File: src/rtl/xor_sched_pkg.sv
// Shared constants and helpers for the round-robin XOR scheduler.
package xor_sched_pkg;

    localparam int WIDTH_DEF = 19;
    localparam int NREQ_DEF  = 4;
    localparam int CNTW_DEF  = 16;

    typedef enum logic {
        SLOT_EMPTY = 1'b0,
        SLOT_FULL  = 1'b1
    } slot_e;

    // Ceiling log2, never less than 1 so a 2-requester build still gets an ID bit.
    function automatic int clog2(input int n);
        int r;
        r = 1;
        for (int unsigned i = 1; i < 31; i++) begin
            if ((1 << i) < n) r = int'(i) + 1;
        end
        return r;
    endfunction

endpackage

File: src/rtl/xor_rr_sched_rr_grant.sv
// Rotate-priority encoder: first set request at or after ptr_i, wrapping.
module rr_grant
    import xor_sched_pkg::*;
#(
    parameter int   NREQ = NREQ_DEF,
    localparam int  IDW  = clog2(NREQ)
) (
    input  logic [NREQ-1:0] req_i,
    input  logic [IDW-1:0]  ptr_i,
    output logic [NREQ-1:0] grant_o,
    output logic [IDW-1:0]  idx_o,
    output logic            any_req_o
);

    logic        found;
    int unsigned cand;

    always_comb begin
        grant_o   = '0;
        idx_o     = '0;
        any_req_o = |req_i;
        found     = 1'b0;
        cand      = 0;
        for (int unsigned off = 0; off < NREQ; off++) begin
            cand = (32'(ptr_i) + off) % NREQ;
            if (!found && req_i[cand]) begin
                found         = 1'b1;
                grant_o[cand] = 1'b1;
                idx_o         = cand[IDW-1:0];
            end
        end
    end

endmodule

File: src/rtl/xor_rr_sched.sv
// Round-robin scheduler sharing one XOR datapath between NREQ requesters,
// with a 1-entry pass-through output register and a saturating op counter.
module xor_rr_sched
    import xor_sched_pkg::*;
#(
    parameter int  WIDTH = WIDTH_DEF,
    parameter int  NREQ  = NREQ_DEF,
    parameter int  CNTW  = CNTW_DEF,
    localparam int IDW   = clog2(NREQ)
) (
    input  logic              clk,
    input  logic              reset,
    input  logic [NREQ-1:0]   req_valid,
    input  logic [NREQ*WIDTH-1:0] req_a,
    input  logic [NREQ*WIDTH-1:0] req_b,
    output logic [NREQ-1:0]   req_ready,
    output logic              out_valid,
    input  logic              out_ready,
    output logic [WIDTH-1:0]  out_data,
    output logic [IDW-1:0]    out_id,
    output logic              out_zero,
    output logic [CNTW-1:0]   op_count
);

    slot_e             state_q, state_d;
    logic [WIDTH-1:0]  data_q;
    logic [IDW-1:0]    id_q;
    logic              zero_q;
    logic [CNTW-1:0]   cnt_q;
    logic [IDW-1:0]    ptr_q;

    logic [NREQ-1:0]   grant;
    logic [IDW-1:0]    gidx;
    logic              any_req;
    logic              can_accept;
    logic              accept;
    logic [WIDTH-1:0]  sel_a, sel_b;

    rr_grant #(.NREQ(NREQ)) u_grant (
        .req_i     (req_valid),
        .ptr_i     (ptr_q),
        .grant_o   (grant),
        .idx_o     (gidx),
        .any_req_o (any_req)
    );

    assign can_accept = (state_q == SLOT_EMPTY) || out_ready;
    assign req_ready  = (reset || !can_accept || !any_req) ? '0 : grant;
    assign accept     = |req_ready;

    always_comb begin
        sel_a = req_a[32'(gidx)*WIDTH +: WIDTH];
        sel_b = req_b[32'(gidx)*WIDTH +: WIDTH];
    end

    always_comb begin
        state_d = state_q;
        case (state_q)
            SLOT_EMPTY: if (accept) state_d = SLOT_FULL;
            SLOT_FULL:  if (!accept && out_ready) state_d = SLOT_EMPTY;
            default:    state_d = SLOT_EMPTY;
        endcase
    end

    always_ff @(posedge clk) begin
        if (reset) begin
            state_q <= SLOT_EMPTY;
            data_q  <= '0;
            id_q    <= '0;
            zero_q  <= 1'b0;
            cnt_q   <= '0;
            ptr_q   <= '0;
        end else begin
            state_q <= state_d;
            if (accept) begin
                data_q <= sel_a ^ sel_b;
                id_q   <= gidx;
                zero_q <= (sel_a == sel_b);
                ptr_q  <= (gidx == IDW'(NREQ-1)) ? '0 : gidx + IDW'(1);
                if (cnt_q != '1) cnt_q <= cnt_q + CNTW'(1);
            end
        end
    end

    assign out_valid = (state_q == SLOT_FULL);
    assign out_data  = data_q;
    assign out_id    = id_q;
    assign out_zero  = zero_q;
    assign op_count  = cnt_q;

endmodule

File: config.mk
export PLATFORM = sky130hd
export DESIGN_NAME = xor_rr_sched
export DESIGN_NICKNAME = d
export VERILOG_FILES = /design/src/rtl/xor_sched_pkg.sv /design/src/rtl/xor_rr_sched_rr_grant.sv /design/src/rtl/xor_rr_sched.sv
export SDC_FILE = /design/constraint.sdc
export NUM_CORES = 1
export LEC_CHECK = 0
export CAP_MARGIN = 20
export CORE_UTILIZATION = 33
export DETAILED_ROUTE_END_ITERATION = 7
export GPL_ROUTABILITY_DRIVEN = 0
export PLACE_DENSITY = 0.7
export SKIP_CTS_REPAIR_TIMING = 1
export SLEW_MARGIN = 15
export SYNTH_ARGS = -nofsm -noshare
export SYNTH_HDL_FRONTEND = slang
export SYNTH_SLANG_ARGS = --single-unit
export TNS_END_PERCENT = 10
File: constraint.sdc
create_clock -name clk -period 4.03 [get_ports clk]
set_input_delay 0.806 -clock clk [delete_from_list [all_inputs] [get_ports clk]]
set_output_delay 0.806 -clock clk [all_outputs]
set_load 0.05 [all_outputs]
### After elaboration in Yosys (flattened, before gate mapping)

Index checks and enable logic that the tools add are counted.

* flip-flop bits (word level): 41

* add/subtract/negate cells: 5
* multiply operators: 1
* order comparisons: 8
* equality and inequality tests: 3
* shift-type cells: 2
* mux-type cells: 32
* bitwise operators: 5
* reductions and logical operators: 20

Operators by type and width (number)
* 76-bit by 8-bit indexed part select with 19-bit output: 2
* 4-bit two-way mux: 5
* 19-bit equality test: 1
* 19-bit XOR: 1
* 16-bit by 1-bit adder with 16-bit output, second input constant: 1
* 16-bit != test, second input constant: 1
* 1-bit two-way mux: 13
* 2-bit by 3-bit less-than comparator with 1-bit output, second input constant: 4
* 4-bit bitwise OR: 3
* 2-bit two-way mux: 5
* 1-bit binary-select mux with 2-bit select: 4
* 1-bit demux with 2-bit select: 4
* 2-bit by 1-bit greater-or-equal comparator with 1-bit output, second input constant: 4
* 1-bit logical AND: 8
* 4-bit OR reduction: 2
* 2-bit by 5-bit multiplier with 7-bit output, second input constant: 1
* 1-bit logical NOT: 6
* 2-bit by 1-bit adder with 2-bit output, second input constant: 2
* 2-bit adder, second input constant: 2
* 1-bit logical OR: 3
* 2-bit equality test, second input constant: 1
* 1-bit case mux with 2 select lines: 1
* 2-bit AND reduction: 1
* 1-bit NOT: 1

### Depth between registers and ports, before layout

Gate-level depths: netlist (run 1).

* word-level depth: 18
* mapped depth: 17
* gate-level depth less buffers: 10

### By module

From an unflattened synthesis (run 1), not the netlist that was laid out.

* cell total of the unflattened synthesis: 371
* area total of the unflattened synthesis: 3417.0 µm²

By module, submodules not included
* xor_rr_sched: times used 1, cells an instance 320, area each 2970.3 µm², sequential area each 820.8 µm²
* rr_grant: times used 1, cells an instance 51, area each 446.7 µm², sequential area each 0.0 µm²

### Worst setup path before layout (run 1)

No wires, ideal clock.

* kind: reg-to-reg
* start: reg ptr_q[0]
* end: reg zero_q, in the netlist out_zero
* arrival time: 4.548 ns
* data required time: 3.946 ns
* path slack: -0.602 ns
* stages on the path, launching flop included: 16
* buffers on the path: 6
* path through: dfxtp_1 -> buf_4 -> inv_2 -> clkbuf_1 -> clkbuf_1 -> buf_2 -> ha_1 -> buf_2 -> mux4_2 -> nor2b_4 -> a221oi_1 -> o2bb2ai_1 -> nor4_1 -> buf_2 -> or4b_1 -> o31ai_2

* elaborated cells between the ends (all ways): 57
* those cells by class: 3 x add/sub; 1 x mul; 8 x order compare; 1 x eq/ne; 2 x shift; 28 x mux; 3 x bitwise; 11 x reduce/logical

RTL lines
* start: declaration: RTL line xor_rr_sched.sv:30 `logic [IDW-1:0] ptr_q;`
* start signal: assignment: RTL line xor_rr_sched.sv:79 `ptr_q <= (gidx == IDW'(NREQ-1)) ? '0 : gidx + IDW'(1);`
* branches (longest 11 deep; another with 2-bit by 3-bit less-than comparator with 1-bit output)
* 4-bit two-way mux *: RTL line xor_rr_sched_rr_grant.sv:26 `if (!found && req_i[cand]) begin`
* 4-bit two-way mux *: RTL line xor_rr_sched.sv:48 `assign req_ready = (reset || !can_accept || !any_req) ? '0 : grant;`
* net req_ready[2]: RTL line xor_rr_sched.sv:16 `output logic [NREQ-1:0] req_ready,`
* 4-bit OR reduction *: RTL line xor_rr_sched.sv:49 `assign accept = |req_ready;`
* end signal: assignment: RTL line xor_rr_sched.sv:78 `zero_q <= (sel_a == sel_b);`
* end: declaration: RTL line xor_rr_sched.sv:28 `logic zero_q;`

Mark *: on every way through the listed nets, which the timed path passes. The select of a mux whose other input is x is not followed.
A chain may end at the register's enable or synchronous reset.

### Worst setup path in the final report (run 1)

* start: in req_valid[1]
* end: out req_ready[0]

* word-level cells in the longest chain between the ends: 13
* elaborated cells between the ends (all ways): 28
* those cells by class: 16 x mux; 3 x bitwise; 9 x reduce/logical

RTL lines
* start: declaration: RTL line xor_rr_sched.sv:13 `input logic [NREQ-1:0] req_valid,`
* 1-bit binary-select mux with 2-bit select: RTL line xor_rr_sched_rr_grant.sv:26
* 1-bit two-way mux (not written as such): RTL line xor_rr_sched_rr_grant.sv:26
* 1-bit two-way mux: RTL line xor_rr_sched_rr_grant.sv:26
* 1-bit logical NOT: RTL line xor_rr_sched_rr_grant.sv:26
* 1-bit logical AND: RTL line xor_rr_sched_rr_grant.sv:26
* 1-bit two-way mux: RTL line xor_rr_sched_rr_grant.sv:26
* 1-bit logical NOT: RTL line xor_rr_sched_rr_grant.sv:26
* 1-bit logical AND: RTL line xor_rr_sched_rr_grant.sv:26
* 1-bit two-way mux: RTL line xor_rr_sched_rr_grant.sv:26
* 1-bit logical NOT: RTL line xor_rr_sched_rr_grant.sv:26
* 1-bit logical AND: RTL line xor_rr_sched_rr_grant.sv:26
* 4-bit two-way mux: RTL line xor_rr_sched_rr_grant.sv:26
* 4-bit two-way mux *: RTL line xor_rr_sched.sv:48
* end: declaration: RTL line xor_rr_sched.sv:16

Mark *: on every way between the ends. The rest lies on a longest branch, timed or not. The select of a mux whose other input is x is not followed.

==> results.toml, run 1 <==
[outcome]
status = "completed"

[synthesis]
synth_common_cells = "nor2_1, xor2_1, nand2_1, dfxtp_1, xnor2_1"
syn_nets = 727
yosysSeqAreaShare_pct = 19.78
ys_types = 67
synth_edf_count = 0
synth_area_per_cell_um2 = 7.409
synth_top_cell_by_area = "dfxtp_1"
synth_area_leaders = "dfxtp_1, xor2_1, nor2_1"
synth_top_area_share_pct = 19.78
async_flop_share_pct = 0
yosys_warnings = 0
yosys_register_bits = 41
post-synth-top-count-cell = "nor2_1"
synthCells = 560
synth_flop_cell = "dfxtp_1"
syn_area_mm2 = 0.004149

[pwr]
ir_drop_mv = 0.2954
p_per_area_mw_per_mm2 = 611.9
p_leak_uw = 0.002407

[global_routing]
grt_pass1_wl_um = 22810
grt_overflow = 0
grt_max_degree = 51
antenna_found_initial = 0
grt_pass1_vias = 4745
grt_use_total_pct = 21.88

[route]
routed_wl_um = 14260
vias_per_cell = 5.304
drc_errors = 0
avgRoutedWirePerCell_um = 15.45
firstDrtPassIters = 6
drtAntennaViolNets = 0
drt_iter0_drc = 305
via_count = 4896

[worst_hold_path]
hp-class = "flop to flop"

[die]
die_area_mm2 = 0.01302
dieHeight_um = 114.1
pin_count = 202
die_x_um = 114.1
coreArea_mm2 = 0.01211
rows = 40
start_util_pct = 34.26

[placed_design]
dp_hpwl_um = 11570
port_buffers = 201

[flow_run]
drv_cap = 0

[timing]
relSlewSlack_pct = 56.53
hold_viol = 0
period_needed_ps = 3733
fmaxAchievable_mhz = 267.9
finalSetupTns_ps = 0
rsz0062_at_grt = "false"
holdWs_ps = 492.0
drv_slew = 0
tightest_slew_ps = 648.6
finClkSkew_ps = 2.321
setup_viol = 0
finalCritPeriodShare_pct = 92.64

[clock_tree]
root_buffer = "clkbuf_16"
cts_max_level = 2
cts_made_buffers = 5
clockBufferDepth = 2
clk_latency_ps = 280
cts_tree = "yes"
clk_pin_slew_ps = 60
cts.sinks = 41

[layout]
layout-drive-gt1-share_pct = 8.212
fin_nets = 921
antenna_cells_inserted = 0
area_growth_pct = 60.22

[setup_path]
path_class = "input port to output port"
critPathArrivalTime_ps = 2930
crit_required_ps = 3220
crit_fanout = 9
cp_slowest_cell = "mux4_2"
startpoint_type = "input port"
cp_cell_sequence = "clkdlybuf4s50_1 > mux4_2 > nor2b_4 > a221oi_1 > o2bb2ai_4 > buf_12"
endpoint_kind = "output port"
max_stage_delay_ps = 600
[worst max-delay path, delay by kind of cell]
kind,cells,cell delay [ps]
muxes,1,600
buffers and inverters,2,690
AOI/OAI and AO/OA,2,620
and+or+nand+nor,1,200
[cell families (layout without fill, tap and decap cells)]
logic type | Yosys count | after routing | share of synthesized area, %
multiplexers | 22 | 22 | 6.423
XOR/XNOR | 85 | 85 | 17.94
flip-flops | 41 | 41 | 19.78
adder cells (fa/ha/maj) | 8 | 8 | 2.413
AO/OA/AOI/OAI | 147 | 147 | 24.19
AND/OR/NAND/NOR | 216 | 216 | 24.22
buffers and inverters | 41 | 236 | 5.036
[per-stage QoR]
step                worst slack, ps  utilization, %  instances  instance area, um^2  power (uW)
finish                        296.8           54.89        923                 6648        4068
global route                  167.8           54.89        923                 6648        4361
CTS                           328.8           54.89        923                 6648        4062
detailed placement            105.0           53.43        915                 6471        3580
global placement              185.3           53.43        915                 6471        3524
floorplan                    0.4681               -        560                 4232        2664
[where the power goes]
part | total [uW] | internal, uW | switching, uW
combinational | 3000 | 1160 | 1840
sequential | 599 | 517 | 81.3
clock | 469 | 309 | 160
[placed cells by master, fill, tap and decap left out, drive strengths merged, types with 8 or more instances in the layout]
cell           netlist  routed
clkdlybuf4s50        0     197
dfxtp               41      41
xnor2               40      40
a221oi               9       9
o211ai               8       8
xor2                45      45
a21oi               30      30
nand2               42      42
buf                 19      25
nor3                30      30
ha                   8       8
mux2i               15      15
nor2                96      96
o21ai               39      39
a211oi               9       9
[per-layer routing]
layer | up-vias | GRT usage (%) | part of all wire (%)
met5 | - | 0 | 0
met4 | 0 | 5.195 | 1.6
met3 | 23 | 2.859 | 5.7
met2 | 213 | 39.68 | 50
met1 | 2259 | 27.31 | 43
li1 | 2401 | - | -
[state kept, by name (all words and copies together) (netlist names)]
signal / flops
op_count: 16
out_data: 19
out_id: 2
out_valid: 1
out_zero: 1
ptr_q: 2
[path summary, 6_finish.rpt]
check	from	end	cells after the start	slack, ps
hold reg to reg	out_data[15]	out_data[15]	2	490
hold / removal	out_data[15]	out_data[15]	2	490
setup reg to reg	ptr_q[1]	op_count[11]	11	460
setup / recovery	req_valid[1]	req_ready[0]	6	300
[cell type report]
class                      count  area, um^2
inverter                       6       22.52
fill                        1167        5464
timing repair buffer         222        2210
multi-input combinational    478        3207
clock inverter                 2       37.54
clock buffer                   6       138.9
tap                          168       210.2
sequential                    41       822.0
Power figures use the tool's default switching activity.
==> run 2, diff against run 1 <==
--- a/config.mk
+++ b/config.mk
@@ -7,6 +7,7 @@
 export LEC_CHECK = 0
 export CAP_MARGIN = 20
 export CORE_UTILIZATION = 33
+export CTS_CLUSTER_SIZE = 14
 export DETAILED_ROUTE_END_ITERATION = 7
 export GPL_ROUTABILITY_DRIVEN = 0
 export PLACE_DENSITY = 0.7
==> results of run 2 <==
No change in the layout: final DEF, timing and power equal those of run 1.
==> run 3, diff against run 2 <==
--- a/config.mk
+++ b/config.mk
@@ -7,12 +7,12 @@
 export LEC_CHECK = 0
 export CAP_MARGIN = 20
 export CORE_UTILIZATION = 33
+export CTS_CLUSTER_DIAMETER = 30
 export CTS_CLUSTER_SIZE = 14
 export DETAILED_ROUTE_END_ITERATION = 7
-export GPL_ROUTABILITY_DRIVEN = 0
 export PLACE_DENSITY = 0.7
 export SKIP_CTS_REPAIR_TIMING = 1
-export SLEW_MARGIN = 15
+export SLEW_MARGIN = 20
 export SYNTH_ARGS = -nofsm -noshare
 export SYNTH_HDL_FRONTEND = slang
 export SYNTH_SLANG_ARGS = --single-unit
==> results.toml, run 3 (synthesized netlist as in run 1, its figures left out) <==
[die]
pin_count = 202
coreArea_mm2 = 0.01211
start_util_pct = 34.26
dieHeight_um = 114.1
die_x_um = 114.1
rows = 40
die_area_mm2 = 0.01302

[pwr]
power.combinational.fraction_pct = 75.3
p_leak_uw = 0.002400
p_sw_share_pct = 52.07
ir_drop_mv = 0.2516
seq_power_share_pct = 15.1
p_switching_uw = 2078
p_per_area_mw_per_mm2 = 602.6
p_clk_share_pct = 9.6
cellInternalPower_uw = 1913

[placed_design]
numPlacedInstances = 915
port_buffers = 201
dp_hpwl_um = 11840
pre_cts_ws_ps = 24.60
place_congestion = 0.8548

[global_routing]
grt_use_total_pct = 22.09
antenna_found_initial = 0
grt_overflow = 0
grt_max_degree = 42
grt_pass1_vias = 4629
grt_pass1_wl_um = 23050

[timing]
fmaxAchievable_mhz = 262.5
rsz0062_at_grt = "false"
fin_ws_ps = 220.7
setup_viol = 0
finClkSkew_ps = 2.263
hold_viol = 0
relSlewSlack_pct = 53.76
finalSetupTns_ps = 0
tightest_slew_ps = 689.8
drv_slew = 0
period_needed_ps = 3809
finalCritPeriodShare_pct = 94.52

[setup_path]
reg2reg_depth = 10
ff2ff_setup_slack_ps = 590
cp_num_buf_inv = 2
path_class = "input port to output port"
startpoint_type = "input port"
r2r-end = "out_zero"
critical-path-top-delay-family = "buffers and inverters"
critPathArrivalTime_ps = 3000
crit_required_ps = 3220
worstSetupPathDepth = 6
r2r-start = "ptr_q[0]"
endpoint_kind = "output port"
cp_slowest_cell = "clkdlybuf4s50_1"
max_stage_delay_ps = 600
crit_fanout = 8
cp_cell_sequence = "clkdlybuf4s50_1 > nor2_1 > a221oi_1 > nor3b_4 > o2bb2ai_4 > buf_12"

[clock_tree]
clk_pin_slew_ps = 60
clk_latency_ps = 280
clockBufferDepth = 2
root_buffer = "clkbuf_16"
cts.sinks = 41
cts_made_buffers = 5
cts_max_level = 2
cts_tree = "yes"

[worst_hold_path]
min_path_cells = 2
min_to = "out_id[0]"
hp-class = "flop to flop"
worstHoldStart = "out_id[0]"

[layout]
layout-drive-gt1-share_pct = 8.079
stdcell_count = 923
area_growth_pct = 59.62
layout_common_cells = "clkdlybuf4s50_1, nor2_1, xor2_1"
largest_reg_flops = 19
final_common_cell = "clkdlybuf4s50_1"
antenna_cells_inserted = 0
fill_cells = 1197
fin_nets = 921
fin_util_pct = 54.68

[route]
firstDrtPassIters = 4
drt_iter0_drc = 340
drc_errors = 0
routed_wl_um = 14490
avgRoutedWirePerCell_um = 15.70
vias_per_cell = 5.255
via_count = 4850
drtAntennaViolNets = 0

[outcome]
status = "completed"

[flow_run]
drv_cap = 0
-- run 3: changes by cell type in the layout (fill, tap and decap cells not counted) --
cell        before  now
clkinvlp_4       1    0
bufinv_16        1    0
buf_4           21   20
clkbuf_1         0    1
buf_12           4    5
clkbuf_8         1    0
clkinv_2         0    2
-- run 3: cell type report --
type | instances | area (um^2) | share of cell area (%)
multi-input cells | 478 | 3207 | 48.42
repair buffers | 222 | 2222 | 33.55
flip-flops and latches | 41 | 822.0 | 12.41
well taps | 168 | 210.2 | 3.174
clock buffers | 6 | 128.9 | 1.946
inverters | 6 | 22.52 | 0.3401
clock inverters | 2 | 10.01 | 0.1511
-- run 3: routing by layer --
layer | global-route usage, % | vias up | wire length [um]
li1 | - | 2409 | -
met1 | 29.03 | 2236 | 6234
met2 | 38.63 | 190 | 7075
met3 | 2.965 | 15 | 937
met4 | 4.329 | 0 | 243
met5 | 0 | - | 0
-- run 3: power groups by stage --
| stage | Combinational (uW) | Sequential [uW] | Clock (uW) |
|---|---|---|---|
| global route | 3250 | 616 | 409 |
| global placement | 2950 | 607 | 0 |
| floorplan | 1750 | 917 | 0 |
| CTS | 3000 | 602 | 386 |
| detailed placement | 3000 | 607 | 0 |
| finish | 3010 | 602 | 384 |
-- run 3: tightest hold or removal path, delay by kind of cell (launching register included) --
| kind | cells | cell delay, ps |
|---|---|---|
| AO/OA/AOI/OAI | 1 | 50 |
| flip-flops | 1 | 300 |
| AND/OR/NAND/NOR | 1 | 50 |
-- run 3: how the worst max path moves through the flow --
| stage | from | end | slack [ps] |
|---|---|---|---|
| after floorplan | ptr_q[0] | op_count[2] | 0.5 |
| after global placement | req_valid[3] | op_count[9] | 150 |
| after detailed placement | req_valid[3] | op_count[5] | 20 |
| after CTS | req_valid[3] | req_ready[0] | 220 |
| after global routing | req_valid[3] | req_ready[1] | 80 |
| final | req_valid[3] | req_ready[1] | 220 |
-- run 3: stage by stage --
step / hold WS, ps / power (uW) / cell area [um^2]
6_report: 454.5 / 3991 / 6623
5_1_grt: 464.6 / 4275 / 6623
4_1_cts: 454.4 / 3992 / 6623
3_5_place_dp: 446.4 / 3604 / 6484
3_3_place_gp: 452.7 / 3557 / 6484
2_1_floorplan: 671.1 / 2664 / 4232
